File: config.mk
export PLATFORM = sky130hd
export DESIGN_NAME = opsum_post_proc
export DESIGN_NICKNAME = d
export VERILOG_FILES = /design/src/rtl/opsum_post_proc.sv
export SDC_FILE = /design/constraint.sdc
export NUM_CORES = 2
export LEC_CHECK = 0
export CAP_MARGIN = 40
export CORE_ASPECT_RATIO = 1.1
export CORE_MARGIN = 4
export CORE_UTILIZATION = 30
export CTS_CLUSTER_DIAMETER = 120
export DETAILED_ROUTE_END_ITERATION = 8
export MAX_ROUTING_LAYER = met4
export PLACE_DENSITY_LB_ADDON = 0.2
export RECOVER_POWER = 50
export SKIP_LAST_GASP = 1
export SLEW_MARGIN = 20
export SYNTH_ARGS = -nofsm -noshare
export SYNTH_HDL_FRONTEND = slang
export SYNTH_SLANG_ARGS = --single-unit
File: constraint.sdc
create_clock -name clk -period 25.1 [get_ports clk]
set_input_delay 7.53 -clock clk [delete_from_list [all_inputs] [get_ports clk]]
set_output_delay 7.53 -clock clk [all_outputs]
set_load 0.01 [all_outputs]
File: src/rtl/opsum_post_proc.sv
// opsum_post_proc: post-processing between the conv_unit opsum FIFO and the GLB.
// For each 32-bit psum it adds an optional bias, applies an optional ReLU, and
// requantizes to int8 (multiply, round-half-up right shift, saturate). Four int8
// results are packed little-endian into one 32-bit word. Each word is written to
// consecutive GLB word addresses.
//
// Ports:
//   clk, rst_n            clock (rising edge), asynchronous active-low reset
//   start_i               1-cycle pulse; latches the config and starts a pass (only in IDLE)
//   base_addr_i, total_i  first GLB word address; number of psums in the pass
//   bias_en_i, bias_i     optional signed bias added to every psum
//   relu_en_i             clamp negative sums to zero before requantization
//   mult_i, shift_i       requant multiplier (unsigned) and rounding right shift
//   opsum_valid_i/_data_i psum stream from the opsum FIFO
//   opsum_ready_o         pop strobe; a transfer happens when valid & ready
//   glb_grant_i           GLB accepts the presented write this cycle
//   glb_web_o             byte write enables, active-low (4'hF = idle)
//   glb_addr_o            GLB word address
//   glb_write_data_o      packed int8 x4; lane k is bits [8k+7:8k]
//   busy_o, done_o        pass in progress; 1-cycle end-of-pass pulse
module opsum_post_proc #(
    parameter int unsigned DATA_W  = 32,
    parameter int unsigned ADDR_W  = 32,
    parameter int unsigned MULT_W  = 16,
    parameter int unsigned SHIFT_W = 5
) (
    input  logic               clk,
    input  logic               rst_n,
    input  logic               start_i,
    input  logic [ADDR_W-1:0]  base_addr_i,
    input  logic [15:0]        total_i,
    input  logic               bias_en_i,
    input  logic [DATA_W-1:0]  bias_i,
    input  logic               relu_en_i,
    input  logic [MULT_W-1:0]  mult_i,
    input  logic [SHIFT_W-1:0] shift_i,
    input  logic               opsum_valid_i,
    input  logic [DATA_W-1:0]  opsum_data_i,
    output logic               opsum_ready_o,
    input  logic               glb_grant_i,
    output logic [3:0]         glb_web_o,
    output logic [ADDR_W-1:0]  glb_addr_o,
    output logic [DATA_W-1:0]  glb_write_data_o,
    output logic               busy_o,
    output logic               done_o
);

    localparam int unsigned PROD_W = DATA_W + MULT_W + 2;
    localparam logic signed [PROD_W-1:0] QMAX = 127;
    localparam logic signed [PROD_W-1:0] QMIN = -128;

    typedef enum logic [1:0] {StIdle, StRun, StFlush, StDone} state_e;

    state_e state_q, state_d;

    // Pass configuration, latched on start
    logic [ADDR_W-1:0]  base_q;
    logic [15:0]        total_q;
    logic               bias_en_q, relu_en_q;
    logic [DATA_W-1:0]  bias_q;
    logic [MULT_W-1:0]  mult_q;
    logic [SHIFT_W-1:0] shift_q;

    logic [15:0]        in_cnt_q, out_cnt_q, word_cnt_q;
    logic               s1_valid_q, s2_valid_q;
    logic signed [DATA_W:0] s1_sum_q;
    logic [7:0]         s2_q_q;
    logic [DATA_W-1:0]  pack_q;

    logic                    pending, stall, accept, start_ok;
    logic signed [DATA_W:0]  sum_d;
    logic signed [PROD_W-1:0] prod, rnd, r;
    logic [7:0]              q_d;
    logic [1:0]              lane;
    logic                    last, pack_en, fire;
    logic [DATA_W-1:0]       word_d;
    logic [3:0]              web_d;

    // Datapath and handshake
    always_comb begin
        pending       = (glb_web_o != 4'hF);
        stall         = pending & ~glb_grant_i;
        opsum_ready_o = (state_q == StRun) && (in_cnt_q < total_q) && !stall;
        accept        = opsum_valid_i & opsum_ready_o;
        start_ok      = (state_q == StIdle) && start_i;

        sum_d = {opsum_data_i[DATA_W-1], opsum_data_i}
              + (bias_en_q ? {bias_q[DATA_W-1], bias_q} : '0);
        if (relu_en_q && sum_d[DATA_W]) sum_d = '0;

        prod = PROD_W'(s1_sum_q) * PROD_W'($signed({1'b0, mult_q}));
        rnd  = (shift_q == '0) ? '0 : (PROD_W'(1) << (shift_q - SHIFT_W'(1)));
        r    = (prod + rnd) >>> shift_q;
        if (r > QMAX)      q_d = 8'h7F;
        else if (r < QMIN) q_d = 8'h80;
        else               q_d = r[7:0];

        lane    = out_cnt_q[1:0];
        last    = (out_cnt_q == total_q - 16'd1);
        pack_en = s2_valid_q & ~stall;
        fire    = pack_en & ((lane == 2'd3) | last);
        word_d  = pack_q | (DATA_W'(s2_q_q) << {lane, 3'b000});
        // Active-low enables for lanes 0..lane
        unique case (lane)
            2'd0:    web_d = 4'b1110;
            2'd1:    web_d = 4'b1100;
            2'd2:    web_d = 4'b1000;
            default: web_d = 4'b0000;
        endcase
    end

    // Next-state and status outputs
    always_comb begin
        state_d = state_q;
        busy_o  = (state_q == StRun) || (state_q == StFlush);
        done_o  = (state_q == StDone);
        unique case (state_q)
            StIdle:  if (start_i) state_d = (total_i == '0) ? StDone : StRun;
            StRun:   if (in_cnt_q == total_q) state_d = StFlush;
            StFlush: if (!s1_valid_q && !s2_valid_q && !pending) state_d = StDone;
            default: state_d = StIdle;
        endcase
    end

    always_ff @(posedge clk or negedge rst_n) begin
        if (!rst_n) begin
            state_q          <= StIdle;
            base_q           <= '0;
            total_q          <= '0;
            bias_en_q        <= 1'b0;
            relu_en_q        <= 1'b0;
            bias_q           <= '0;
            mult_q           <= '0;
            shift_q          <= '0;
            in_cnt_q         <= '0;
            out_cnt_q        <= '0;
            word_cnt_q       <= '0;
            s1_valid_q       <= 1'b0;
            s2_valid_q       <= 1'b0;
            s1_sum_q         <= '0;
            s2_q_q           <= '0;
            pack_q           <= '0;
            glb_web_o        <= 4'hF;
            glb_addr_o       <= '0;
            glb_write_data_o <= '0;
        end else begin
            state_q <= state_d;
            if (start_ok) begin
                base_q     <= base_addr_i;
                total_q    <= total_i;
                bias_en_q  <= bias_en_i;
                relu_en_q  <= relu_en_i;
                bias_q     <= bias_i;
                mult_q     <= mult_i;
                shift_q    <= shift_i;
                in_cnt_q   <= '0;
                out_cnt_q  <= '0;
                word_cnt_q <= '0;
                pack_q     <= '0;
            end
            if (accept) in_cnt_q <= in_cnt_q + 16'd1;
            // Whole pipe freezes while a presented write waits for grant
            if (!stall) begin
                s1_valid_q <= accept;
                s1_sum_q   <= sum_d;
                s2_valid_q <= s1_valid_q;
                s2_q_q     <= q_d;
            end
            if (pack_en) begin
                out_cnt_q <= out_cnt_q + 16'd1;
                pack_q    <= fire ? '0 : word_d;
            end
            // A new word may replace one being granted in the same cycle
            if (fire) begin
                glb_web_o        <= web_d;
                glb_addr_o       <= base_q + ADDR_W'(word_cnt_q);
                glb_write_data_o <= word_d;
                word_cnt_q       <= word_cnt_q + 16'd1;
            end else if (pending && glb_grant_i) begin
                glb_web_o <= 4'hF;
            end
        end
    end

endmodule

Yosys cells after proc, flatten, opt, wreduce, memory -nomap -nowiden
Cells that the tools add are included.
{"block": "totals", "register_bits": 296, "latchBits": 0, "ram_bits": 0, "rom_bits": 0, "in_bits": 140, "output_inout_bits": 71, "mem_count": 0}
{"block": "classes", "addsub": 8, "mul": 1, "n_div": 0, "magnitude_cmp": 3, "n_eq_ne": 12, "n_shift": 3, "mux": 20, "bitwise_logic": 8, "n_reduce_logical": 21}
{"operator": "$mux 32", "count": 3}
{"operator": "$mux 33", "count": 2}
{"operator": "$mux 16", "count": 4}
{"operator": "$add 50x50->50", "count": 1}
{"operator": "$gt 50x8->1 const B", "count": 1}
{"operator": "$lt 50x8->1 const B", "count": 1}
{"operator": "$mul 33x17->50", "count": 1}
{"operator": "$mux 50", "count": 1}
{"operator": "$shl 1x5->50 const A", "count": 1}
{"operator": "$sshr 50x5->50", "count": 1}
{"operator": "$add 16x1->16 const B", "count": 3}
{"operator": "$add 33x33->33", "count": 1}
{"operator": "$add 32x16->32", "count": 1}
{"operator": "$eq 16x16->1", "count": 2}
{"operator": "$or 32x32->32", "count": 1}
{"operator": "$shl 8x5->32", "count": 1}
{"operator": "$logic_not 16->1", "count": 1}
{"operator": "$lt 16x16->1", "count": 1}
{"operator": "$mux 8", "count": 2}
{"operator": "$sub 16x1->16 const B", "count": 1}
{"operator": "$pmux 4 s3", "count": 1}
{"operator": "$eq 2x2->1 const B", "count": 4}
{"operator": "$mux 2", "count": 4}
{"operator": "$mux 4", "count": 2}
{"operator": "other kinds (16)", "count": 35}

Logic depth before layout (Yosys ltp)
{"block": "depth", "ltp_word": 8, "mapped_depth": 32, "depth_no_buf": 29}

Least setup slack after synthesis
Ideal clock, no wire load.
{"block": "synth_path", "path_type": "in2out", "startpoint": "input glb_grant_i", "endpoint": "output opsum_ready_o", "t_arrival_ns": 8.072, "required_ns": 17.570, "path_slack_ns": 9.498, "cell_stages": 4, "path_buffers": 1, "cell_sequence": "nor2b_1 -> clkbuf_1 -> nor3b_1 -> and2_1"}
{"block": "synth_via", "elab_chain_len": 4}
{"item": "from (decl)", "line_no": "40", "rtl": "input logic glb_grant_i,"}
{"item": "$not 1->1", "line_no": "82", "rtl": "stall = pending & ~glb_grant_i;"}
{"item": "$and 1x1->1", "line_no": "82"}
{"item": "$logic_not 1->1"}
{"item": "$logic_and 1x1->1", "line_no": "83", "rtl": "opsum_ready_o = (state_q == StRun) && (in_cnt_q < total_q) && !stall;"}
{"item": "to (decl)", "line_no": "39", "rtl": "output logic opsum_ready_o,"}
No other way between the ends.

Worst setup path in the final report
Same ends and word-level chain as after synthesis.

==> flow_summary.toml <==
[setup_path]
required_ps = 17570
start_kind = "input pin"
path_class = "in -> out"
arrival_ps = 9340
worst-path-max-fanout = 6
cp-end-kind = "output pin"

[cells_and_area]
final_layout_size_suffix_gt1_frac = 0.0807
stdcell_count = 6397
nets = 5450
synthToLayoutAreaGrowth_pct = 12.8
fill_cells = 14062

[detailed_routing]
first_iter_violations = 2372
wl_per_cell_um = 20.4
drc = 0
drtPass1Iterations = 7
vias = 32980
vias_per_cell = 5.16
drt-total-wl_um = 131000
postRouteAntennaNets = 0

[logic_synthesis]
yosysTopAreaCell = "fa_1"
synthTopCellsByCount = "560 x nand2_1, 536 x fa_1, 530 x inv_1, 376 x and2_1, 292 x dfrtp_1"
synth_top_area_frac = 0.265
ys_seq_area_frac = 0.183
synth.avg_cell_area_um2 = 8.96
synthCells = 4515
synth-edff-count = 0
yosysUniqueCellTypes = 113
synth_warnings = 0
syn_nets = 5387
synth_ff_type = "dfrtp_1"
syn_area_mm2 = 0.0405
yosysMostFrequentCell = "nand2_1"
yosys-top-cells-area = "fa_1 27%, dfrtp_1 18%, ha_1 6.1%"
ys_ff_latch = 296
async_flop_share = 1.00

[run_status]
outcome = "finished with violations"
violations = "capacitance limit, slew limit"

[die]
coreArea_mm2 = 0.134
die_area_mm2 = 0.141
io_pins = 211
start_util = 0.302
die_width_um = 358
rows = 141
die_h_um = 393

[clocking]
clock-sinks = 296
clk_pin_slew_worst_paths_ps = 60
numCtsBuffers = 38
clk_latency_ps = 590
cts.path.max_buffers = 3
cts_tree = "yes"
post_cts_buffers = 0
cts_resized = 0
cts-hold-fix-buffers = 0
htreeDepth = 2
clockRootBuffer = "clkbuf_16"

[placement]
dp_hpwl_um = 104000
place_inst = 6315
numPortBuffers = 210
place_congestion = 0.938

[sta]
timing.fmax_mhz = 59.3
worst-slew-pin-transition_ps = 6910
period_minus_slack_ps = 16870
maxSlewViolCount = 450
hold_viol = 0
setup_viol = 0
rsz0062_at_grt = "false"
clock_skew_ps = 25.0
slew_headroom = -3.61
fin_crit_sh = 0.672
setup_tns_ps = 0

[global_route]
grt_max_degree = 123
grt.total_usage = 0.194
antenna_found_initial = 3
overflow = 0
grt_pass1_vias = 34429
grt_pass1_wl_um = 207000

[min_path]
hold_class = "reg -> reg"

[flow_run]
maxCapViolations = 7
cell type report:
class                      instances  area, um^2  share of cell area
antenna                            2        5.00            0.000110
multi-input combinational       3423       30000               0.657
tap                             1787        2240              0.0490
sequential                       296        7420               0.163
timing repair buffer             286        2690              0.0589
clock inverter                    17         254             0.00557
clock buffer                      53        1070              0.0234
inverter                         533        2000              0.0438
cells in the final DEF (no fill, tap or decap), drive strengths merged, types with 14 or more instances in the layout:
cell	count
a2111oi	14
and3	46
mux2i	25
mux4	24
o2111ai	15
fa	536
a211oi	31
nand2b	18
o31ai	62
nand2	561
a21oi	178
or4	15
or2	15
xnor2	64
nand3	90
o21a	41
clkbuf	62
buf	68
nor4	22
o21ai	231
a21o	37
a31oi	27
mux2	121
or3	17
o211ai	37
dlygate4sd3	15
nor3	68
nand4	33
ha	196
clkdlybuf4s50	194
xor2	36
and2	379
nor2	225
o22ai	21
a211o	22
a22o	26
inv	534
dfrtp	292
worst max-delay path, stage by stage:
cell and delay (ps):
dlygate4sd3_1 660, nor2b_1 150, nor3b_1 270, and2_1 190
clkdlybuf4s50_1 540
flip-flops by register name, indices dropped and copies added (netlist names), 32 cells and up:
name,flops
pack_q,32
glb_write_data_o,32
glb_addr_o,32
s1_sum_q,33
bias_q,32
base_q,32
path summary, 6_finish.rpt:
kind,startpoint,end,slack [ps],cells after the start
max,glb_grant_i,opsum_ready_o,8230,5
min,glb_write_data_o[31],glb_write_data_o[31],480,2
max reg2reg,s1_sum_q[32],s2_q_q[5],14300,27
min reg2reg,glb_write_data_o[31],glb_write_data_o[31],480,2
max in group asynchronous,rst_n,mult_q[11],8420,3
min in group asynchronous,rst_n,shift_q[4],7510,1
logic make-up after synthesis:
logic type / count (synthesis) / share of synthesized area
muxes: 170 / 0.0533
adders and majority gates: 732 / 0.326
xor gates and xnor gates: 100 / 0.0217
and+or+nand+nor: 1538 / 0.189
DFF: 296 / 0.183
other: 1 / 0.0000927
AOI/OAI and AO/OA: 882 / 0.150
buffers and inverters: 796 / 0.0767
routing by layer:
layer	vias up	global-route usage	part of all wire	wire length, um
met3	178	0.0277	0.055	7130
met4	0	0.0474	0.025	3230
li1	15246	-	-	-
met5	-	-	0	0
met2	890	0.323	0.48	63200
met1	16666	0.249	0.44	57000
stage by stage:
stage / worst slack (ps) / util / area [um^2] / hold WS, ps
floorplan: 9500 / - / 40500 / 442
global placement: 8310 / 0.329 / 44200 / 463
detailed placement: 8310 / 0.330 / 44300 / 469
CTS: 8300 / 0.340 / 45600 / 482
global route: 6160 / 0.340 / 45600 / 497
finish: 8230 / 0.340 / 45600 / 476
Power is left out: the tool's default activity adds up to more than one toggle a clock period on the data nets, which glitch-free logic cannot reach.
